File: src/rtl/maze_pkg.sv
// Shared definitions for the maze solver and its downstream consumers.
//   MV_*            : 2-bit move codes emitted by the solver
//   state_t         : path_tracker controller states
//   COORD_W         : default coordinate width (5-bit maze addressing)
//   mv_is_x/mv_is_neg: decode a move into axis and direction
package maze_pkg;

  localparam int COORD_W = 5;

  localparam logic [1:0] MV_UP    = 2'b00;  // y - 1
  localparam logic [1:0] MV_RIGHT = 2'b01;  // x + 1
  localparam logic [1:0] MV_LEFT  = 2'b10;  // x - 1
  localparam logic [1:0] MV_DOWN  = 2'b11;  // y + 1

  typedef enum logic [2:0] {
    ST_IDLE    = 3'd0,
    ST_CAPTURE = 3'd1,
    ST_REPLAY  = 3'd2,
    ST_DONE    = 3'd3,
    ST_FAIL    = 3'd4
  } state_t;

  // True when the move changes x (RIGHT/LEFT), false when it changes y.
  function automatic logic mv_is_x(input logic [1:0] mv);
    return (mv == MV_RIGHT) || (mv == MV_LEFT);
  endfunction

  // True when the move decrements its coordinate (UP/LEFT).
  function automatic logic mv_is_neg(input logic [1:0] mv);
    return (mv == MV_UP) || (mv == MV_LEFT);
  endfunction

endpackage

File: src/rtl/move_buf.sv
// Path buffer: DEPTH x 2-bit register file written in order, with an
// independent read index used during replay.
//   clk, rst   : clock, asynchronous active-low reset (pointers only)
//   clear      : synchronous return of count and read index to zero
//   wr_en      : append wr_data (ignored while full)
//   rd_adv     : advance the read index by one
//   count      : number of stored moves (0..DEPTH)
//   rd_idx     : current read index
//   rd_data    : move stored at rd_idx (combinational from storage)
//   full       : count == DEPTH
module move_buf #(
  parameter int DEPTH = 64
) (
  input  logic                   clk,
  input  logic                   rst,
  input  logic                   clear,
  input  logic                   wr_en,
  input  logic [1:0]             wr_data,
  input  logic                   rd_adv,
  output logic [$clog2(DEPTH):0] count,
  output logic [$clog2(DEPTH):0] rd_idx,
  output logic [1:0]             rd_data,
  output logic                   full
);

  localparam int          AW      = $clog2(DEPTH);
  localparam logic [AW:0] DEPTH_L = (AW + 1)'(DEPTH);
  localparam logic [AW:0] ONE_L   = (AW + 1)'(1);

  logic [1:0]  mem_r [DEPTH];
  logic [AW:0] count_r;
  logic [AW:0] rd_idx_r;
  logic        wr_ok_s;

  assign full    = (count_r == DEPTH_L);
  assign wr_ok_s = wr_en && !full;
  assign count   = count_r;
  assign rd_idx  = rd_idx_r;
  // rd_idx == DEPTH only occurs after the last move has been consumed,
  // so the wrapped index is never used for a real step.
  assign rd_data = mem_r[rd_idx_r[AW-1:0]];

  // Move storage; contents are don't-care after reset so no reset here.
  always_ff @(posedge clk) begin
    if (wr_ok_s) begin
      mem_r[count_r[AW-1:0]] <= wr_data;
    end
  end

  // Write count doubles as the write pointer.
  always_ff @(posedge clk or negedge rst) begin
    if (!rst) begin
      count_r <= '0;
    end else if (clear) begin
      count_r <= '0;
    end else if (wr_ok_s) begin
      count_r <= count_r + ONE_L;
    end
  end

  // Replay read index.
  always_ff @(posedge clk or negedge rst) begin
    if (!rst) begin
      rd_idx_r <= '0;
    end else if (clear) begin
      rd_idx_r <= '0;
    end else if (rd_adv) begin
      rd_idx_r <= rd_idx_r + ONE_L;
    end
  end

endmodule

File: src/rtl/path_tracker.sv
// Captures the solver's move stream and replays it as paced absolute
// (x, y) coordinates over a valid/ready handshake.
//   clk, rst                 : clock, asynchronous active-low reset
//   move_in, move_valid      : move stream from the solver
//   solved, failed           : solver outcome (level or pulse)
//   clear                    : leave DONE/FAIL and start over
//   pos_x, pos_y, pos_valid  : offered coordinate; pos_ready accepts it
//   path_len                 : number of stored moves
//   busy, replay_done, fail_out : state indications
//   overflow, err_oob        : sticky error flags
module path_tracker
  import maze_pkg::*;
#(
  parameter int DEPTH    = 64,
  parameter int W        = COORD_W,
  parameter int START_X  = 0,
  parameter int START_Y  = 0,
  parameter int STEP_DIV = 4
) (
  input  logic                   clk,
  input  logic                   rst,
  input  logic [1:0]             move_in,
  input  logic                   move_valid,
  input  logic                   solved,
  input  logic                   failed,
  input  logic                   clear,
  output logic [W-1:0]           pos_x,
  output logic [W-1:0]           pos_y,
  output logic                   pos_valid,
  input  logic                   pos_ready,
  output logic [$clog2(DEPTH):0] path_len,
  output logic                   busy,
  output logic                   replay_done,
  output logic                   fail_out,
  output logic                   overflow,
  output logic                   err_oob
);

  localparam int           AW     = $clog2(DEPTH);
  localparam int           CW     = (STEP_DIV > 1) ? $clog2(STEP_DIV) : 1;
  localparam logic [W-1:0] X0     = W'(START_X);
  localparam logic [W-1:0] Y0     = W'(START_Y);
  localparam logic [W-1:0] CMAX   = {W{1'b1}};
  localparam logic [W-1:0] ONE_W  = W'(1);
  localparam logic [CW-1:0] ONE_C = CW'(1);

  state_t        state_r, state_nx;
  logic [W-1:0]  pos_x_r, pos_y_r;
  logic [W-1:0]  step_x_s, step_y_s;
  logic          pos_valid_r;
  logic [CW-1:0] pace_r;
  logic          busy_r, replay_done_r, fail_out_r;
  logic          overflow_r, err_oob_r;

  logic          capturing_s, wr_en_s, ovf_evt_s, clear_s;
  logic          fire_s, last_s, oob_s, rd_adv_s, enter_replay_s;
  logic [AW:0]   count_s, rd_idx_s;
  logic [1:0]    rd_data_s;
  logic          full_s;

  move_buf #(.DEPTH(DEPTH)) u_buf (
    .clk     (clk),
    .rst     (rst),
    .clear   (clear_s),
    .wr_en   (wr_en_s),
    .wr_data (move_in),
    .rd_adv  (rd_adv_s),
    .count   (count_s),
    .rd_idx  (rd_idx_s),
    .rd_data (rd_data_s),
    .full    (full_s)
  );

  assign capturing_s    = (state_r == ST_IDLE) || (state_r == ST_CAPTURE);
  assign wr_en_s        = capturing_s && move_valid;
  assign ovf_evt_s      = wr_en_s && full_s;
  assign clear_s        = ((state_r == ST_DONE) || (state_r == ST_FAIL)) && clear;
  assign fire_s         = (state_r == ST_REPLAY) && pos_valid_r && pos_ready;
  // Coordinate index equals the read index; index path_len is the final cell.
  assign last_s         = (rd_idx_s == count_s);
  assign rd_adv_s       = fire_s && !last_s && !oob_s;
  assign enter_replay_s = (state_r != ST_REPLAY) && (state_nx == ST_REPLAY);

  // Next coordinate from the move at the read index, with range check.
  always_comb begin
    step_x_s = pos_x_r;
    step_y_s = pos_y_r;
    oob_s    = 1'b0;
    if (mv_is_x(rd_data_s)) begin
      if (mv_is_neg(rd_data_s)) begin
        if (pos_x_r == '0) oob_s = 1'b1;
        else               step_x_s = pos_x_r - ONE_W;
      end else begin
        if (pos_x_r == CMAX) oob_s = 1'b1;
        else                 step_x_s = pos_x_r + ONE_W;
      end
    end else begin
      if (mv_is_neg(rd_data_s)) begin
        if (pos_y_r == '0) oob_s = 1'b1;
        else               step_y_s = pos_y_r - ONE_W;
      end else begin
        if (pos_y_r == CMAX) oob_s = 1'b1;
        else                 step_y_s = pos_y_r + ONE_W;
      end
    end
  end

  // Next-state logic; failed has priority over solved.
  always_comb begin
    state_nx = state_r;
    case (state_r)
      ST_IDLE: begin
        if (failed)          state_nx = ST_FAIL;
        else if (solved)     state_nx = ST_REPLAY;
        else if (move_valid) state_nx = ST_CAPTURE;
        else                 state_nx = ST_IDLE;
      end
      ST_CAPTURE: begin
        if (failed)      state_nx = ST_FAIL;
        else if (solved) state_nx = ST_REPLAY;
        else             state_nx = ST_CAPTURE;
      end
      ST_REPLAY: begin
        if (fire_s && last_s)     state_nx = ST_DONE;
        else if (fire_s && oob_s) state_nx = ST_FAIL;
        else                      state_nx = ST_REPLAY;
      end
      ST_DONE: begin
        if (clear) state_nx = ST_IDLE;
        else       state_nx = ST_DONE;
      end
      ST_FAIL: begin
        if (clear) state_nx = ST_IDLE;
        else       state_nx = ST_FAIL;
      end
      default: state_nx = ST_IDLE;
    endcase
  end

  // State register.
  always_ff @(posedge clk or negedge rst) begin
    if (!rst) state_r <= ST_IDLE;
    else      state_r <= state_nx;
  end

  // Registered state indications derived from the next state so they
  // line up with the state register.
  always_ff @(posedge clk or negedge rst) begin
    if (!rst) begin
      busy_r        <= 1'b0;
      replay_done_r <= 1'b0;
      fail_out_r    <= 1'b0;
    end else begin
      busy_r        <= (state_nx == ST_CAPTURE) || (state_nx == ST_REPLAY);
      replay_done_r <= (state_nx == ST_DONE);
      fail_out_r    <= (state_nx == ST_FAIL);
    end
  end

  // Sticky error flags, cleared only by clear or reset.
  always_ff @(posedge clk or negedge rst) begin
    if (!rst) begin
      overflow_r <= 1'b0;
      err_oob_r  <= 1'b0;
    end else if (clear_s) begin
      overflow_r <= 1'b0;
      err_oob_r  <= 1'b0;
    end else begin
      if (ovf_evt_s) overflow_r <= 1'b1;
      if (fire_s && !last_s && oob_s) err_oob_r <= 1'b1;
    end
  end

  // Replay position and pacing. pace_r counts down the idle gap after a
  // handshake; valid reasserts when it passes 1. Entry into REPLAY loads
  // 1 so the start cell appears one cycle after the state change.
  always_ff @(posedge clk or negedge rst) begin
    if (!rst) begin
      pos_x_r     <= X0;
      pos_y_r     <= Y0;
      pos_valid_r <= 1'b0;
      pace_r      <= '0;
    end else if (clear_s || enter_replay_s) begin
      pos_x_r     <= X0;
      pos_y_r     <= Y0;
      pos_valid_r <= 1'b0;
      pace_r      <= clear_s ? '0 : ONE_C;
    end else if (state_r == ST_REPLAY) begin
      if (fire_s) begin
        if (last_s || oob_s) begin
          pos_valid_r <= 1'b0;
          pace_r      <= '0;
        end else begin
          pos_x_r <= step_x_s;
          pos_y_r <= step_y_s;
          if (STEP_DIV == 1) begin
            pos_valid_r <= 1'b1;
            pace_r      <= '0;
          end else begin
            pos_valid_r <= 1'b0;
            pace_r      <= CW'(STEP_DIV - 1);
          end
        end
      end else if (!pos_valid_r && (pace_r != '0)) begin
        pace_r <= pace_r - ONE_C;
        if (pace_r == ONE_C) pos_valid_r <= 1'b1;
      end else begin
        pos_valid_r <= pos_valid_r;
      end
    end else begin
      pos_valid_r <= 1'b0;
      pace_r      <= '0;
    end
  end

  assign pos_x       = pos_x_r;
  assign pos_y       = pos_y_r;
  assign pos_valid   = pos_valid_r;
  assign path_len    = count_s;
  assign busy        = busy_r;
  assign replay_done = replay_done_r;
  assign fail_out    = fail_out_r;
  assign overflow    = overflow_r;
  assign err_oob     = err_oob_r;

endmodule

File: config.mk
export PLATFORM = sky130hd
export DESIGN_NAME = path_tracker
export DESIGN_NICKNAME = d
export VERILOG_FILES = /design/src/rtl/maze_pkg.sv /design/src/rtl/move_buf.sv /design/src/rtl/path_tracker.sv
export SDC_FILE = /design/constraint.sdc
export NUM_CORES = 1
export LEC_CHECK = 0
export CAP_MARGIN = 20
export CORE_UTILIZATION = 55
export CTS_BUF_LIST = sky130_fd_sc_hd__clkbuf_8 sky130_fd_sc_hd__clkbuf_16
export CTS_CLUSTER_SIZE = 24
export DETAILED_ROUTE_END_ITERATION = 12
export DONT_BUFFER_PORTS = 1
export PLACE_DENSITY = 0.82
export SLEW_MARGIN = 20
export SYNTH_ARGS = -nofsm -noshare
export SYNTH_HDL_FRONTEND = slang
export SYNTH_SLANG_ARGS = --single-unit
File: constraint.sdc
create_clock -name clk -period 10 [get_ports clk]
set_input_delay 0.5 -clock clk [delete_from_list [all_inputs] [get_ports clk]]
set_output_delay 0.5 -clock clk [all_outputs]
set_load 0.1 [all_outputs]
After elaboration in Yosys (flattened, before gate mapping)
Memory sizes are Yosys's and may differ from the RTL's.
Index checks and enable logic that the tools add are counted.
Widths: inputs -> output; s select.

word-level totals
  flip-flop bits (word level) = 35
  bits in latches = 0
  bits in writable memories = 128
  bits in read-only memories = 0
  input port bits = 9
  output and inout bits = 23
  word-level logic and storage cells = 137
  memories = 1

memories
  memory       depth  width  rd ports  clocked after Yosys merged registers in  write ports  line            RTL
  u_buf.mem_r  64     2      1         0                                        1            move_buf.sv:30  logic [1:0] mem_r [DEPTH];

operators by class
  add/sub/neg operators = 7
  $mul = 0
  divide/modulo/power cells = 0
  magnitude comparators = 0
  eq/ne operators = 24
  shifts and indexed selects = 0
  mux-type cells = 54
  bitwise gates (word level) = 0
  reduce and logical (&&, ||, !) cells = 39

operator list
  operator             number
  $mux 5               16
  $mux 7               4
  $mux 1               20
  $mux 2               8
  $reduce_bool 2->1    8
  $mux 3               5
  $ne 3x2->1 const B   5
  $pmux 3 s5           1
  $add 7x1->7 const B  2
  $logic_and 1x1->1    13
  $eq 3x2->1 const B   4
  $reduce_and 6->1     2
  $add 5x1->5 const B  2
  $eq 5x5->1 const B   2
  $logic_not 5->1      2
  $sub 5x1->5 const B  2
  $ne 4x3->1 const B   2
  $eq 7x7->1           1
  $eq 7x7->1 const B   1
  $logic_or 1x1->1     7
  $eq 3x1->1 const B   2
  $eq 3x3->1 const B   2
  $eq 2x1->1 const B   2
  $logic_not 1->1      4
  7 further kinds      7

Logic depth before layout (Yosys ltp)
Gate-level depths: netlist (run 1).
An unclocked memory read counts as a cell.

  depth after elaboration = 14
  mapped depth = 16
  depth with buffers taken out = 13

Hierarchy
Synthesis (run 1) repeated with hierarchy kept, for this count alone.

second synthesis, totals
  cell total of the unflattened synthesis = 563
  area total of the unflattened synthesis = 7638.6 µm²

by module, submodules not included
  module        times used  cells each  area each (µm²)  sequential area each (µm²)
  move_buf      1           404         6070.8           4194.0
  path_tracker  1           159         1567.8           525.5

Worst setup path before layout (run 1)
No wires, ideal clock.

  path kind = register to register
  from = register u_buf.rd_idx_r[0] (netlist: u_buf.rd_idx[0])
  to = register pos_x_r[4] (netlist: pos_x[4])
  setup time = 0.079 ns
  data arrival time = 3.224 ns
  required time = 9.921 ns
  setup slack = 6.696 ns
  cell stages (with the launch flop) = 16
  buffers on the path = 2
  period minus slack after synthesis = 3.304 ns
  path through = dfrtp_1 -> buf_4 -> mux4_2 -> a22oi_1 -> nand2_1 -> mux4_2 -> buf_4 -> inv_2 -> ha_1 -> nor2b_1 -> o21ai_0 -> nand2b_1 -> nor2_1 -> nand3_1 -> a21oi_1 -> mux2i_1

on the way
  cells in the longest elaborated chain, start to end = 14
  elaborated cells between the ends (all ways) = 32
  classes of those cells = 7 x eq/ne; 12 x mux; 12 x reduce/logical; 1 x memory

ends and longest elaborated chain
  element                                                    line                                    RTL
  from (decl)                                                move_buf.sv:32                          logic [AW:0] rd_idx_r;
  from (signal assigned)                                     move_buf.sv:68                          rd_idx_r <= rd_idx_r + ONE_L;
  $mem_v2 64x2                                               -
  $eq 2x2->1 / $logic_not 2->1 (equally long branches)       maze_pkg.sv:25, maze_pkg.sv:30
  $logic_or 1x1->1                                           maze_pkg.sv:30                          return (mv == MV_UP) || (mv == MV_LEFT);
  $mux 1, on equally long branches                           path_tracker.sv:98, path_tracker.sv:90
  $mux 1                                                     path_tracker.sv:89                      if (mv_is_x(rd_data_s)) begin
  $logic_and 1x1->1                                          path_tracker.sv:125                     else if (fire_s && oob_s) state_nx = ST_FAIL;
  $mux 3                                                     path_tracker.sv:125
  $mux 3                                                     path_tracker.sv:124                     if (fire_s && last_s) state_nx = ST_DONE;
  $pmux 3 s5                                                 path_tracker.sv:111                     case (state_r)
  $eq 3x2->1                                                 path_tracker.sv:82                      assign enter_replay_s = (state_r != ST_REPLAY) && (state_nx == ST_REPLAY);
  $logic_and 1x1->1                                          path_tracker.sv:82
  $logic_or 1x1->1                                           path_tracker.sv:183                     end else if (clear_s || enter_replay_s) begin
  $ne 3x2->1 (no source line), or another cell as far along  -
  $reduce_and 6->1 (no source line)                          -
  to (signal assigned)                                       path_tracker.sv:194                     pos_x_r <= step_x_s;
  to (decl)                                                  path_tracker.sv:48                      logic [W-1:0] pos_x_r, pos_y_r;

Several ways; a longest one is shown, not always the timed one. The select of a mux whose other input is x is not followed.
A chain may end at the register's enable or synchronous reset.

Final worst setup path (run 1)
Same ends and word-level chain as after synthesis.

==> results of run 1 <==
==> flip-flops by register name, indices dropped and copies added (netlist names), 2 cells and up <==
signal	cells
pos_y	5
u_buf.count	7
u_buf.rd_idx	7
pace_r	2
state_r	3
u_buf.mem_r	128
pos_x	5
==> cell type report <==
class                      count  area share
sequential                   163       0.570
multi-input combinational    346       0.320
clock buffer                  19      0.0547
tap                          176      0.0266
clock inverter                13      0.0122
timing repair buffer          10      0.0109
inverter                      14     0.00634
==> cells in the mapped netlist (3+ instances only) <==
cell type    n  area [um2]
edfxtp_1   128        3840
nor2_1      91         342
nand2_1     38         143
dfrtp_1     35         876
mux4_2      30         676
mux2i_1     24         240
clkbuf_1    16        60.1
inv_1       13        48.8
nand3_1     13        65.1
a21oi_1     12        60.1
a22oi_1     11        82.6
ha_1        11         138
xor2_1      11        96.3
nand2b_1     9        56.3
nand4_1      9        56.3
nor2b_1      9        56.3
or3_1        8        50.1
nor3_1       5        25.0
xnor2_1      5        43.8
and2_1       4        25.0
nor4_1       4        25.0
o21ai_0      4        20.0
a211o_1      3        26.3
a21oi_2      3        26.3
and3_1       3        18.8
buf_1        3        11.3
buf_4        3        22.5
buf_6        3        33.8
nand3b_1     3        22.5
o311ai_1     3        26.3
o31ai_1      3        22.5
==> routing by layer <==
| metal | global-route usage | vias up | wire (um) |
|---|---|---|---|
| met3 | 0.0680 | 48 | 1460 |
| met1 | 0.308 | 2298 | 6170 |
| li1 | - | 2069 | - |
| met4 | 0.123 | 0 | 538 |
| met5 | 0 | - | 0 |
| met2 | 0.389 | 239 | 7910 |
==> cell families after synthesis <==
family | after synthesis | synth area share
adder cells (fa/ha/maj) | 13 | 0.0235
XOR/XNOR | 16 | 0.0185
AND/OR/NAND/NOR | 208 | 0.131
buffers and inverters | 41 | 0.0252
AO/OA/AOI/OAI | 55 | 0.0563
multiplexers | 54 | 0.121
flip-flops | 163 | 0.625
==> metrics by stage <==
| stage | instance area (um2) | util |
|---|---|---|
| after floorplan | 7560 | - |
| after global placement | 7700 | 0.577 |
| after detailed placement | 7700 | 0.577 |
| after CTS | 8290 | 0.621 |
| after global routing | 8290 | 0.621 |
| final | 8290 | 0.621 |
==> report_power, final <==
group          switching [mW]  internal, mW
Sequential              0.102         0.758
Clock                   0.272         0.334
Combinational           0.198        0.0832
==> final timing paths <==
kind                                             startpoint                           end  slack (ns)
worst max-delay path            u_buf.rd_idx[0]$_DFFE_PN0P_          pos_x[4]$_DFFE_PN0P_        5.76
worst min-delay path                             move_in[1]  u_buf.mem_r[21][1]$_DFFE_PP_        0.17
worst max register to register  u_buf.rd_idx[0]$_DFFE_PN0P_          pos_x[4]$_DFFE_PN0P_        5.76
worst min register to register        pace_r[1]$_DFFE_PN0P_         pace_r[1]$_DFFE_PN0P_        0.54
max in group asynchronous                               rst          pos_y[4]$_DFFE_PN0P_        9.24
min in group asynchronous                               rst   u_buf.rd_idx[6]$_DFFE_PN0P_        0.57
==> repair_timing <==
action	4_1_cts	5_1_grt
hold endpoints to repair	35	0
hold buffers	2	0
setup buffers	0	0
setup endpoints to repair	0	0
==> impl_metrics.toml, run 1 <==
[placement]
gp_congestion = 0.848
dp_slack_ns = 5.78
io_buffer_count = 0
place_inst = 707
dp_hpwl_mm = 9.97

[die]
dieArea_um2 = 14200
rows = 42
core_um2 = 13300
io_pins = 32
die_h_um = 119
die_w_um = 119
start_util = 0.566

[clocking]
root_buffer = "clkbuf_16"
clk_path_buf_depth = 2
cts_tree = "yes"
clock-sinks = 163
ctsResizeCount = 0
path_clk_slew_ns = 0.07
insertion_delay_ns = 0.43
cts_buffers = 17
htreeDepth = 4

[flow_run]
maxCapViolCount = 0

[routing]
vias_per_cell = 6.28
via_count = 4654
drt_pass1_iterations = 5
wl_per_cell_um = 21.7
drc = 0
ant_nets = 0
drt_wl_total_mm = 16.1
drt_iter0_drc = 461

[worst_hold_path]
holdCritPathClass = "primary input to flop"
worstHoldPathCells = 0

[power]
ir_drop_uv = 166
power_density_nw_per_um2 = 211
cellLeakagePower_nw = 2.83
power_mw = 1.75

[critical_path]
cpPeakStageDelay_ns = 0.64
critical_path.endpoint_type = "flop"
crit_path_start_kind = "flop"
reg2reg_depth = 14
path_delay_family = "multiplexers"
crit_top_cell = "mux4_2"
worstPathArrival_ns = 4.60
critPathBufInv = 2
path_cells = "buf_4, mux4_2, a22oi_1, nand2_1, mux4_2, inv_2, ha_1, nor2b_1, o21ai_0, nand2b_1, nor2_1, nand3_1, a21oi_1, mux2i_1"
worstPathMaxFanout = 40
critPathRequiredTime_ns = 10.35
crit_slowest_cell = "mux4_2"
cp.depth = 14
crit_type = "flop to flop"

[final_layout]
finalNonFillerCells = 741
num-fill-cells = 978
final_nets = 574
area_growth_pct = 9.64
antenna_cells = 0
drive_above_1_share = 0.152
multiInputGateArea_um2 = 2650
final_common_cell = "edfxtp_1"
seq_area_um2 = 4720
most-common-layout-cells = "edfxtp_1 (128), nor2_1 (91), nand2_1 (38)"

[timing]
fmax_mhz = 236
hold_viol = 0
slew_viol_final = 0
finalCritPeriodShare = 0.424
fin_crit_ns = 4.24
grt_setup_unrepaired = "false"
worst_hold_slack_ns = 0.171
fin_skew_ns = 0.00910
setup_tns_ns = 0
finalSetupViolCount = 0
fin_ws_ns = 5.76
tightest_slew_ns = 1.14
relSlewSlack = 0.240

[logic_synthesis]
synth_edf_count = 128
seq_area_frac_synth = 0.625
ys.flop_type = "edfxtp_1"
synth_warnings = 0
synth.net_count = 572
ys_async_sr_fraction = 0.215
syn_inst = 550
synthDistinctLibCells = 56
syn_area_per_cell_um2 = 13.7
netlist_area_um2 = 7560
ys_ff_latch = 163

[grt]
grt_max_degree = 65
grt-ovfl-total = 0
grt_usage = 0.244
antenna_found_initial = 0
grt_pass1_wl_mm = 25.6
grt_pass1_vias = 4846

[status]
status = "finished clean"
No activity file was read; power rests on OpenSTA's default activity.
==> inputs of run 2 (changes only) <==
--- a/config.mk
+++ b/config.mk
@@ -5,13 +5,14 @@
 export SDC_FILE = /design/constraint.sdc
 export NUM_CORES = 1
 export LEC_CHECK = 0
+export ABC_AREA = 1
 export CAP_MARGIN = 20
 export CORE_UTILIZATION = 55
 export CTS_BUF_LIST = sky130_fd_sc_hd__clkbuf_8 sky130_fd_sc_hd__clkbuf_16
 export CTS_CLUSTER_SIZE = 24
 export DETAILED_ROUTE_END_ITERATION = 12
 export DONT_BUFFER_PORTS = 1
-export PLACE_DENSITY = 0.82
+export PLACE_DENSITY = 0.85
 export SLEW_MARGIN = 20
 export SYNTH_ARGS = -nofsm -noshare
 export SYNTH_HDL_FRONTEND = slang
==> constraint.sdc (replaced) <==
create_clock -name clk -period 3.7 [get_ports clk]
set_input_delay 0.185 -clock clk [delete_from_list [all_inputs] [get_ports clk]]
set_output_delay 0.185 -clock clk [all_outputs]
set_load 0.1 [all_outputs]
==> impl_metrics.toml, run 2 <==
[worst_hold_path]
holdCritPathClass = "primary input to flop"

[die]
io_pins = 32
die_h_um = 123
start_util = 0.574
dieArea_um2 = 15200
die_w_um = 123
core_um2 = 14100
rows = 43

[power]
power_density_nw_per_um2 = 537
seqPwrFrac = 0.455
p_int_mw = 3.19
comb_power_share = 0.200
p_switching_mw = 1.64
switching_share = 0.339
clockPowerShare = 0.345
cellLeakagePower_nw = 3.83
ir_drop_uv = 594

[final_layout]
antenna_cells = 0
largest_reg_flops = 128
drive_above_1_share = 0.0874
final_nets = 924
num-fill-cells = 1024
final_common_cell = "nand2_1"
area_growth_pct = 11.0
most-common-layout-cells = "nand2_1 (256), edfxtp_1 (128), nor2_1 (111)"
post-route-util = 0.637

[grt]
grt-ovfl-total = 0
grt_pass1_vias = 5932
grt_pass1_wl_mm = 29.3
antenna_found_initial = 0
grt_max_degree = 69
grt_usage = 0.260

[timing]
hold_viol = 0
finalSetupViolCount = 0
relSlewSlack = 0.293
finalCritPeriodShare = 0.893
setup_tns_ns = 0
slew_viol_final = 0
fmax_mhz = 303
tightest_slew_ns = 1.06
fin_crit_ns = 3.31
grt_setup_unrepaired = "false"
fin_skew_ns = 0.0101

[clocking]
root_buffer = "clkbuf_16"
ctsResizeCount = 0
clock-sinks = 163
post_cts_buffers = 0
path_clk_slew_ns = 0.06
clk_path_buf_depth = 2
htreeDepth = 4
cts_tree = "yes"
postCtsHoldBufs = 7
cts_buffers = 17
insertion_delay_ns = 0.44

[routing]
vias_per_cell = 5.61
drt_iter0_drc = 677
wl_per_cell_um = 16.7
drc = 0
drt_pass1_iterations = 5
via_count = 6147
drt_wl_total_mm = 18.3
ant_nets = 0

[placement]
dp_hpwl_mm = 11.1
io_buffer_count = 0
gp_congestion = 0.857

[critical_path]
crit_path_start_kind = "flop"
crit_type = "flop to flop"
critPathRequiredTime_ns = 4.06
worstPathMaxFanout = 68
critical_path.endpoint_type = "flop"
worstPathArrival_ns = 3.66

[logic_synthesis]
ys.flop_type = "edfxtp_1"
synthDistinctLibCells = 38
synth_edf_count = 128
synth_commonest_cells = "nand2_1 (256), edfxtp_1 (128), nor2_1 (111)"
synth_most_common_cell = "nand2_1"
syn_area_per_cell_um2 = 9.19
ys_async_sr_fraction = 0.215
yosysTopAreaCellShare = 0.475
synth_warnings = 0
syn_inst = 881
netlist_area_um2 = 8100
ys_top_cells_by_area = "edfxtp_1 (47%), nand2_1 (12%), dfrtp_1 (11%)"
yosysTopAreaCell = "edfxtp_1"
synth.net_count = 903
seq_area_frac_synth = 0.583
ys_ff_latch = 163

[status]
status = "finished clean"

[flow_run]
maxCapViolCount = 0
## run 2: cell types whose count changed in the layout (fill, tap and decap cells not counted), sizes merged, moves of 11 or more
cell	before	now
nand3	13	92
o21ai	4	26
nand2	38	265
nor2	91	116
mux2i	24	0
buf	9	26
inv	18	111
mux4	30	0
a22oi	11	0
## run 2: cells by family (layout without fill, tap and decap cells)
logic type / Yosys count / after routing / synth area share
AO/OA/AOI/OAI: 56 / 56 / 0.0374
XOR/XNOR: 16 / 16 / 0.0190
adder cells (fa/ha/maj): 13 / 13 / 0.0219
buffers and inverters: 135 / 169 / 0.0739
flip-flops: 163 / 163 / 0.583
AND/OR/NAND/NOR: 498 / 498 / 0.265
## run 2: cell type report
| type | count | area (um2) | area share |
|---|---|---|---|
| multi-input combinational | 583 | 2780 | 0.309 |
| clock buffer | 17 | 425 | 0.0473 |
| tap | 180 | 225 | 0.0251 |
| inverter | 107 | 402 | 0.0447 |
| sequential | 163 | 4720 | 0.525 |
| timing repair buffer | 30 | 300 | 0.0334 |
| clock inverter | 15 | 134 | 0.0149 |
## run 2: worst max-delay path, stage by stage, from the launching register on
cell	delay, ns
dfrtp_2	0.37
buf_4	0.58
nand2_1	0.12
nand3_1	0.11
nand2_1	0.06
nand2_1	0.05
nand2_1	0.05
inv_1	0.05
nand2_1	0.05
nand2_1	0.11
nand2_4	0.10
inv_2	0.09
nand2_4	0.09
fa_1	0.42
o21ai_0	0.21
a21oi_1	0.12
xnor3_1	0.34
nand2_1	0.08
o21ai_0	0.10
nor2_1	0.11
## run 2: through the flow
step,total power [mW],cell area (um2),hold WS [ns],setup slack [ns],cells
6_report,4.83,8990,0.0596,0.394,1095
5_1_grt,4.99,8990,0.0805,0.127,1095
4_1_cts,4.82,8990,0.0476,0.413,1095
3_5_place_dp,3.14,8310,-0.110,0.513,1056
3_3_place_gp,3.12,8310,-0.110,0.658,1056
2_1_floorplan,2.89,8100,-0.111,0.815,881
## run 2: final timing paths
check | end | depth (start not counted) | startpoint | slack (ns)
worst max-delay path | pos_x[4]$_DFFE_PN0P_ | 19 | u_buf.rd_idx[0]$_DFFE_PN0P_ | 0.39
worst min-delay path | busy$_DFF_PN0_ | 3 | failed | 0.06
worst max register to register | pos_x[4]$_DFFE_PN0P_ | 19 | u_buf.rd_idx[0]$_DFFE_PN0P_ | 0.39
worst min register to register | u_buf.rd_idx[6]$_DFFE_PN0P_ | 2 | u_buf.rd_idx[6]$_DFFE_PN0P_ | 0.55
max in group asynchronous | u_buf.rd_idx[0]$_DFFE_PN0P_ | 2 | rst | 3.29
min in group asynchronous | pos_y[1]$_DFFE_PN0P_ | 2 | rst | 0.21
## run 2: metal layers
| layer | routed length [um] | share of wire | track usage | vias to the layer above |
|---|---|---|---|---|
| li1 | - | - | - | 2924 |
| met1 | 7330 | 0.40 | 0.337 | 2898 |
| met2 | 9000 | 0.49 | 0.411 | 279 |
| met3 | 1350 | 0.074 | 0.0563 | 46 |
| met4 | 618 | 0.034 | 0.136 | 0 |
| met5 | 0 | 0 | 0 | - |
## run 2: power by group through the flow
stage | Combinational (mW) | Sequential (mW) | Clock [mW]
finish | 0.967 | 2.20 | 1.66
global route | 1.04 | 2.20 | 1.74
CTS | 0.958 | 2.20 | 1.67
detailed placement | 0.907 | 2.23 | 0
global placement | 0.890 | 2.23 | 0
floorplan | 0.467 | 2.42 | 0
==> inputs of run 3 (changes only) <==
--- a/config.mk
+++ b/config.mk
@@ -5,8 +5,9 @@
 export SDC_FILE = /design/constraint.sdc
 export NUM_CORES = 1
 export LEC_CHECK = 0
-export ABC_AREA = 1
+export ABC_AREA = 0
 export CAP_MARGIN = 20
+export CORE_MARGIN = 2
 export CORE_UTILIZATION = 55
 export CTS_BUF_LIST = sky130_fd_sc_hd__clkbuf_8 sky130_fd_sc_hd__clkbuf_16
 export CTS_CLUSTER_SIZE = 24
==> impl_metrics.toml, run 3 (synthesis results as in run 1) <==
[clocking]
root_buffer = "clkbuf_16"
insertion_delay_ns = 0.43
path_clk_slew_ns = 0.07
cts_tree = "yes"
clock-sinks = 163
clk_path_buf_depth = 2
htreeDepth = 4
cts_buffers = 17

[timing]
fin_skew_ns = 0.00834
fin_ws_ns = 0.111
fin_crit_ns = 3.59
finalSetupViolCount = 0
fmax_mhz = 279
setup_tns_ns = 0
relSlewSlack = 0.307
tightest_slew_ns = 1.04
slew_viol_final = 0
finalCritPeriodShare = 0.970
hold_viol = 0
worst_hold_slack_ns = 0.0489

[final_layout]
finalNonFillerCells = 767
final_nets = 600
drive_above_1_share = 0.184
seq_area_um2 = 4720
largest_reg_flops = 128
most-common-layout-cells = "edfxtp_1 (128), nor2_1 (91), nand2_1 (38)"
final_common_cell = "edfxtp_1"
antenna_cells = 0
area_growth_pct = 13.8
multiInputGateArea_um2 = 2660
num-fill-cells = 908

[routing]
wl_per_cell_um = 21.6
vias_per_cell = 6.29
drt_pass1_iterations = 5
drt_iter0_drc = 529
drt_wl_total_mm = 16.6
ant_nets = 0
drc = 0
via_count = 4824

[die]
die_w_um = 121
io_pins = 32
die_h_um = 121
dieArea_um2 = 14700
core_um2 = 13300
start_util = 0.566
rows = 42

[power]
ir_drop_uv = 496
power_mw = 4.93
cellLeakagePower_nw = 2.99
power_density_nw_per_um2 = 573

[status]
status = "finished clean"

[grt]
antenna_found_initial = 0
grt_usage = 0.244
grt_pass1_wl_mm = 26.6
grt-ovfl-total = 0
grt_max_degree = 65
grt_pass1_vias = 4834

[critical_path]
worstPathMaxFanout = 5
crit_path_start_kind = "flop"
worstPathArrival_ns = 3.94
crit_type = "flop to flop"
reg2reg_depth = 14
critPathRequiredTime_ns = 4.05
critical_path.endpoint_type = "flop"

[worst_hold_path]
holdCritPathClass = "primary input to flop"
worstHoldPathCells = 3

[placement]
gp_congestion = 0.865
dp_hpwl_mm = 10.6
place_inst = 722
dp_slack_ns = 0.177
io_buffer_count = 0

[flow_run]
maxCapViolCount = 0
[run 3: cell types whose count changed in the layout (fill, tap and decap cells not counted), moves of 14 or more]
cell	before	now
inv_1	102	13
mux2i_1	0	24
mux4_2	0	30
nand2_1	256	38
nand3_1	88	13
nor2_1	111	91
o21ai_0	17	3
[run 3: worst paths after layout]
path,start,to,slack (ns)
max in group asynchronous,rst,u_buf.rd_idx[0]$_DFFE_PN0P_,3.29
min in group asynchronous,rst,pos_x[1]$_DFFE_PN0P_,0.21
setup / recovery,u_buf.rd_idx[0]$_DFFE_PN0P_,pos_x[4]$_DFFE_PN0P_,0.11
setup reg to reg,u_buf.rd_idx[0]$_DFFE_PN0P_,pos_x[4]$_DFFE_PN0P_,0.11
hold / removal,failed,busy$_DFF_PN0_,0.05
hold reg to reg,pace_r[1]$_DFFE_PN0P_,pace_r[1]$_DFFE_PN0P_,0.57
[run 3: critical path: stages, from the launching register on]
cell,delay (ns)
dfrtp_2,0.46
buf_4,0.19
mux4_2,0.51
a22oi_2,0.27
nand2_1,0.09
mux4_2,0.52
inv_2,0.12
ha_1,0.26
nor2b_1,0.14
o21ai_1,0.14
nand2b_1,0.11
nor2_1,0.15
nand3_1,0.13
a21oi_2,0.18
mux2i_1,0.23
[run 3: what timing repair did]
action	4_1_cts	5_1_grt
resized for setup	2	3
pin swaps	0	0
setup endpoints to repair	1	1
hold buffers	7	0
setup buffers	1	5
endpoints found under the hold margin	165	0
[run 3: layer usage]
layer	track usage	vias to the layer above	wire length [um]
met5	0	-	0
met4	0.101	0	427
met3	0.0695	43	1140
met2	0.395	225	8410
met1	0.312	2438	6620
li1	-	2118	-
[run 3: power by group]
part           total, mW  switching, mW  internal (mW)  leakage (nW)
sequential          2.22          0.168           2.05          1.63
combinational      0.951          0.682          0.268          1.08
clock               1.76          0.750           1.01         0.286
total               4.93           1.60           3.33          2.99
[run 3: through the flow]
stage,util,instance area (um2)
after floorplan,-,7560
after global placement,0.587,7840
after detailed placement,0.587,7840
after CTS,0.641,8560
after global routing,0.644,8600
final,0.644,8600
[run 3: final cells by class]
| cell class | instances | area share |
|---|---|---|
| inverters | 14 | 0.00611 |
| clock inverters | 15 | 0.0196 |
| well taps | 176 | 0.0256 |
| clock buffers | 17 | 0.0495 |
| flip-flops and latches | 163 | 0.549 |
| multi-input cells | 346 | 0.309 |
| repair buffers | 36 | 0.0416 |
